<file path="src/rtl/modular_addsub_pipe_if.sv">
// rtl/modular_addsub_pipe_if.sv - operand/result handshake bundle for modular_addsub_pipe
interface modular_addsub_pipe_if #(
    parameter int WIDTH = 4
);
    logic             in_valid;
    logic             in_ready;
    logic [WIDTH-1:0] a;
    logic [WIDTH-1:0] b;
    logic             op;
    logic             out_valid;
    logic             out_ready;
    logic [WIDTH-1:0] out;
    logic             out_err;

    modport master (
        output in_valid, a, b, op, out_ready,
        input  in_ready, out_valid, out, out_err
    );

    modport slave (
        input  in_valid, a, b, op, out_ready,
        output in_ready, out_valid, out, out_err
    );
endinterface

</file>
<file path="src/rtl/modular_addsub_pipe.sv">
// rtl/modular_addsub_pipe.sv - 2-stage pipelined modular adder/subtractor with valid/ready handshake
module modular_addsub_pipe #(
    parameter int WIDTH = 4,
    parameter int MOD   = 13
) (
    input  logic                 clk,
    input  logic                 rst,
    modular_addsub_pipe_if.slave bus
);

    if (WIDTH < 2 || WIDTH > 32) begin : gBadWidth
        $error("modular_addsub_pipe: WIDTH must be in 2..32");
    end
    if (MOD < 2 || longint'(MOD) > ((longint'(1) << WIDTH) - 1)) begin : gBadMod
        $error("modular_addsub_pipe: MOD must be in 2..2^WIDTH-1");
    end

    localparam int             LEVELS    = $clog2(WIDTH);
    localparam logic [WIDTH:0] modWide   = (WIDTH+1)'(MOD);
    localparam logic [WIDTH-1:0] modNarrow = WIDTH'(MOD);

    // Handshake: stage 2 may advance when empty or drained; stage 1 when empty or stage 2 advances.
    logic adv1;
    logic adv2;

    // Stage 1 registers.
    logic             s1Valid;
    logic [WIDTH:0]   s1Sum;
    logic             s1Op;
    logic             s1Err;

    // Prefix adder signals. Subtraction is a + ~b + 1, the +1 entering as carry-in.
    logic             cin;
    logic [WIDTH-1:0] bEff;
    logic [WIDTH-1:0] pInit;
    logic [WIDTH-1:0] gInit;
    logic [WIDTH-1:0] gCur;
    logic [WIDTH-1:0] pCur;
    logic [WIDTH-1:0] gNext;
    logic [WIDTH-1:0] pNext;
    logic [WIDTH:0]   carries;
    logic [WIDTH:0]   sumFull;
    logic             inErr;

    // Stage 2 correction signals.
    logic [WIDTH-1:0] addCorr;
    logic [WIDTH-1:0] subCorr;
    logic [WIDTH-1:0] s2Next;

    assign adv2         = !bus.out_valid || bus.out_ready;
    assign adv1         = !s1Valid || adv2;
    assign bus.in_ready = adv1;

    assign cin   = bus.op;
    assign bEff  = bus.op ? ~bus.b : bus.b;
    assign pInit = bus.a ^ bEff;
    // Carry-in is folded into bit 0's generate so the tree output is the full carry chain.
    assign gInit = (bus.a & bEff) | {{(WIDTH-1){1'b0}}, pInit[0] & cin};

    // Kogge-Stone prefix tree: after LEVELS rounds gCur[i] is the group generate of bits i..0.
    always_comb begin
        gCur  = gInit;
        pCur  = pInit;
        gNext = gInit;
        pNext = pInit;
        for (int k = 0; k < LEVELS; k++) begin
            gNext = gCur;
            pNext = pCur;
            for (int i = (1 << k); i < WIDTH; i++) begin
                gNext[i] = gCur[i] | (pCur[i] & gCur[i - (1 << k)]);
                pNext[i] = pCur[i] & pCur[i - (1 << k)];
            end
            gCur = gNext;
            pCur = pNext;
        end
        carries = {gCur, cin};
    end

    assign sumFull = {carries[WIDTH], pInit ^ carries[WIDTH-1:0]};
    assign inErr   = ({1'b0, bus.a} >= modWide) || ({1'b0, bus.b} >= modWide);

    // Add: one conditional subtract of MOD. Subtract: carry-out low means a borrow, so add MOD back.
    assign addCorr = (s1Sum >= modWide) ? WIDTH'(s1Sum - modWide) : s1Sum[WIDTH-1:0];
    assign subCorr = s1Sum[WIDTH] ? s1Sum[WIDTH-1:0] : s1Sum[WIDTH-1:0] + modNarrow;
    assign s2Next  = s1Op ? subCorr : addCorr;

    // Stage 1: capture raw sum, op and operand-range flag on each input transfer.
    always_ff @(posedge clk or posedge rst) begin
        if (rst) begin
            s1Valid <= 1'b0;
            s1Sum   <= '0;
            s1Op    <= 1'b0;
            s1Err   <= 1'b0;
        end else if (adv1) begin
            s1Valid <= bus.in_valid;
            if (bus.in_valid) begin
                s1Sum <= sumFull;
                s1Op  <= bus.op;
                s1Err <= inErr;
            end
        end
    end

    // Stage 2: apply the modulus correction; result and error hold while stalled or idle.
    always_ff @(posedge clk or posedge rst) begin
        if (rst) begin
            bus.out_valid <= 1'b0;
            bus.out       <= '0;
            bus.out_err   <= 1'b0;
        end else if (adv2) begin
            bus.out_valid <= s1Valid;
            if (s1Valid) begin
                bus.out     <= s2Next;
                bus.out_err <= s1Err;
            end
        end
    end

endmodule

</file>
<file path="src/flat_wrapper.sv">
// flat-port wrapper written by rule: the top's interface ports become plain ports
module modular_addsub_pipe_flat 
#(
    parameter int WIDTH = 4,
    parameter int MOD   = 13
)
  (clk, rst, bus_in_valid, bus_a, bus_b, bus_op, bus_out_ready, bus_in_ready, bus_out_valid, bus_out, bus_out_err);
  modular_addsub_pipe_if #(.WIDTH(WIDTH)) bus_i ();
  input  logic clk;
  input  logic rst;
  input wire logic [$bits(bus_i.in_valid)-1:0] bus_in_valid;
  input wire logic [$bits(bus_i.a)-1:0] bus_a;
  input wire logic [$bits(bus_i.b)-1:0] bus_b;
  input wire logic [$bits(bus_i.op)-1:0] bus_op;
  input wire logic [$bits(bus_i.out_ready)-1:0] bus_out_ready;
  output wire logic [$bits(bus_i.in_ready)-1:0] bus_in_ready;
  output wire logic [$bits(bus_i.out_valid)-1:0] bus_out_valid;
  output wire logic [$bits(bus_i.out)-1:0] bus_out;
  output wire logic [$bits(bus_i.out_err)-1:0] bus_out_err;
  assign bus_i.in_valid = bus_in_valid;
  assign bus_i.a = bus_a;
  assign bus_i.b = bus_b;
  assign bus_i.op = bus_op;
  assign bus_i.out_ready = bus_out_ready;
  assign bus_in_ready = bus_i.in_ready;
  assign bus_out_valid = bus_i.out_valid;
  assign bus_out = bus_i.out;
  assign bus_out_err = bus_i.out_err;
  modular_addsub_pipe #(.WIDTH(WIDTH), .MOD(MOD)) u_core (.clk(clk), .rst(rst), .bus(bus_i));
endmodule
</file>
<file path="config.mk">
export PLATFORM = sky130hd
export DESIGN_NAME = modular_addsub_pipe_flat
export DESIGN_NICKNAME = d
export VERILOG_FILES = /design/src/rtl/modular_addsub_pipe_if.sv /design/src/rtl/modular_addsub_pipe.sv /design/src/flat_wrapper.sv
export SDC_FILE = /design/constraint.sdc
export NUM_CORES = 1
export LEC_CHECK = 0
export CAP_MARGIN = 30
export CORE_MARGIN = 10
export CORE_UTILIZATION = 49
export DETAILED_ROUTE_END_ITERATION = 8
export PLACE_DENSITY = 0.77
export SYNTH_ARGS = -nofsm -noshare
export SYNTH_HDL_FRONTEND = slang
export SYNTH_SLANG_ARGS = --single-unit
</file>
<file path="constraint.sdc">
create_clock -name clk -period 2.1 [get_ports clk]
set_input_delay 0.21 -clock clk [delete_from_list [all_inputs] [get_ports clk]]
set_output_delay 0.21 -clock clk [all_outputs]
set_load 0.05 [all_outputs]
</file>
==> results.toml <==
[synth]
async_flop_share = 1.000
yosysWarnings = 0
synth.distinct_cells = 34
netlist_instances = 103
netlist_area_sq_um = 965.9
syn_area_per_cell_sq_um = 9.378
yosysSeqAreaShare = 0.3627
synth-seq-cells = 14
synth_edf_count = 0
ys.flop_type = "dfrtp_1"
synth.net_count = 123

[critical_path]
endpoint = "u_core.bus.out[0]$_DFFE_PP0P_"
r2r-start = "u_core.s1Sum[0]$_DFFE_PP0P_"
slowest_stage = "dfrtp_1"
max_stage_delay_ns = 0.47
cp.arrival_ns = 1.97
r2r_cells = 4
cp-end-kind = "flop"
critPathBufInv = 0
cp_data_required_time_ns = 2.28
crit_type = "reg2reg"
r2r_slack_ns = 0.31
path_max_fanout = 8
cp.depth = 4
startpoint_type = "flop"
path_cells = "ha_1, o311a_1, or4_1, a32o_1"
critPathLaunch = "u_core.s1Sum[0]$_DFFE_PP0P_"
rr_endpoint = "u_core.bus.out[0]$_DFFE_PP0P_"
critical_path.top_delay_family = "compound AO/OA/AOI/OAI gates"

[sta]
rsz0062_at_grt = "no"
whs_ns = 0.2539
fin_crit_sh = 0.8505
setup_viol = 0
slew_headroom = 0.6381
period_minus_slack_ns = 1.786
fin_setup_tns_ns = 0
finClkSkew_ns = 0.009442
worstMarginPinSlew_ns = 0.5422
maxSlewViolCount = 0
fmax_ghz = 0.5599
hold_viol = 0

[global_routing]
grt_use_met1 = 0.1065
grt_util_met3 = 0.02265
grt_pass1_wl_um = 3381
grtUsageMet2 = 0.1650
grt_max_degree = 15
top_usage_layer = "met2"
grt_pass1_vias = 830
grt_overflow_total = 0
antenna_found_initial = 0
gr-usage-all-layers = 0.09912

[finish]
nFillCells = 167
area_delta_synth_final_pct = 24.61
nNetsFinal = 142
multi_input_area_sq_um = 558.0
diodes = 0
final-seq-area_sq_um = 350.3
post_route_cells_drive_above_1_share = 0.07438

[floorplan]
initial_core_util = 0.5026
core_area_sq_mm = 0.001922
die_w_um = 64.40
fp.dieArea_sq_mm = 0.004147
io-pin-count = 20
die_h_um = 64.40
rows = 16

[power_and_ir_drop]
peakVddDrop_mv = 0.5171
power_leakage_nw = 0.5331
powerDensity_mw_per_mm2 = 958.8

[placement]
port_buffers = 19
place.gp.congestion = 0.8444
dp_hpwl_um = 1590

[flow_run]
cap_viol_max_count = 0

[clock_network]
path_clk_slew_ns = 0.10
tritoncts = "done"
cts_root_buffer = "clkbuf_4"
htree_num_levels = 1
cts_buffers = 3
clock_latency_ns = 0.29
cts_setup_buffers = 0
post_cts_resize_count = 0
post_cts_hold_buffer_count = 0
clock-sinks = 14
clockBufferDepth = 2

[route]
vias = 820
ant_nets = 0
wl_per_cell_um = 13.64
drtIter0Drc = 21
drc = 0
drtPass1Iterations = 4
finalWirelength_um = 2018
vias_per_cell = 5.541

[run_status]
status = "finished, final reports clean"

[min_path]
hold_class = "in2async"
## cell usage in the layout, fill, tap and decap left out, types with 3 or more instances in the layout
| cell | n |
|---|---|
| clkdlybuf4s50_1 | 18 |
| ha_1 | 6 |
| a21oi_1 | 8 |
| mux2i_1 | 3 |
| nand2b_1 | 4 |
| o21ai_0 | 6 |
| dfrtp_1 | 14 |
| a21o_1 | 3 |
| o211ai_1 | 4 |
| xor2_1 | 5 |
| buf_4 | 3 |
| inv_1 | 6 |
| clkbuf_4 | 3 |
| nand2_1 | 12 |
## power breakdown
| group | total, W | internal, W | switching, W |
|---|---|---|---|
| registers | 0.000407 | 0.000335 | 0.0000716 |
| logic | 0.000549 | 0.000233 | 0.000316 |
| clock network | 0.000199 | 0.000105 | 0.0000933 |
| total | 0.00115 | 0.000673 | 0.000481 |
## how the worst min path moves through the flow
stage,from,end,cells past startpoint
6_report,rst,u_core.bus.out[0]$_DFFE_PP0P_,2
2_1_floorplan,rst,u_core.bus.out[0]$_DFFE_PP0P_,1
3_5_place_dp,u_core.s1Err$_DFFE_PP0P_,u_core.s1Err$_DFFE_PP0P_,1
5_1_grt,rst,u_core.bus.out[0]$_DFFE_PP0P_,2
3_3_place_gp,u_core.s1Err$_DFFE_PP0P_,u_core.s1Err$_DFFE_PP0P_,1
4_1_cts,rst,u_core.bus.out[0]$_DFFE_PP0P_,2
## flip-flops by register name, summed over array words and instances (netlist names)
signal / flops
u_core.s1Valid: 1
u_core.bus.out: 4
u_core.s1Sum: 5
u_core.bus.out_valid: 1
u_core.bus.out_err: 1
u_core.s1Op: 1
u_core.s1Err: 1
## logic make-up after synthesis
| kind of cell | Yosys count | share of synthesized area |
|---|---|---|
| AOI/OAI and AO/OA | 31 | 0.2124 |
| and+or+nand+nor | 26 | 0.1490 |
| DFF | 14 | 0.3627 |
| buffers and inverters | 13 | 0.05958 |
| xor gates and xnor gates | 7 | 0.06347 |
| adders and majority gates | 7 | 0.09844 |
| muxes | 5 | 0.05440 |
## stage by stage
step | std cells | worst slack, ns | total power, W | instance area, sq um | utilization
final | 148 | 0.3140 | 0.001154 | 1204 | 0.6263
after global routing | 148 | 0.2679 | 0.001227 | 1204 | 0.6263
after CTS | 148 | 0.3326 | 0.001161 | 1204 | 0.6263
after detailed placement | 144 | 0.1067 | 0.0009634 | 1167 | 0.6074
after global placement | 144 | 0.1874 | 0.0009452 | 1167 | 0.6074
after floorplan | 103 | 0.1120 | 0.0008018 | 965.9 | -
## Yosys cell counts (2+ instances only)
cell / instances / area (sq um)
inv_1: 6 / 22.52
o31ai_1: 2 / 15.01
a21oi_1: 8 / 40.04
dfrtp_1: 14 / 350.3
nand3b_1: 2 / 15.01
clkbuf_1: 5 / 18.77
nand2_1: 12 / 45.04
xnor2_1: 2 / 17.52
nand2b_1: 4 / 25.02
o211ai_1: 4 / 30.03
mux2_2: 2 / 22.52
a21o_1: 3 / 22.52
mux2i_1: 3 / 30.03
ha_1: 6 / 75.07
xor2_1: 5 / 43.79
o21ai_0: 6 / 30.03
nor2_1: 2 / 7.510
## final cells by class
cell class,count,area share
Clock buffer,4,0.03015
Inverter,6,0.01871
Multi-Input combinational cell,76,0.4636
Sequential cell,14,0.2911
Tap cell,27,0.02807
Timing Repair Buffer,21,0.1684
## routing by layer
metal	vias to the layer above	wire length [um]
met5	-	0
li1	408	-
met1	378	878
met4	0	30
met2	28	1007
met3	6	102
No activity file was read; power rests on OpenSTA's default activity.
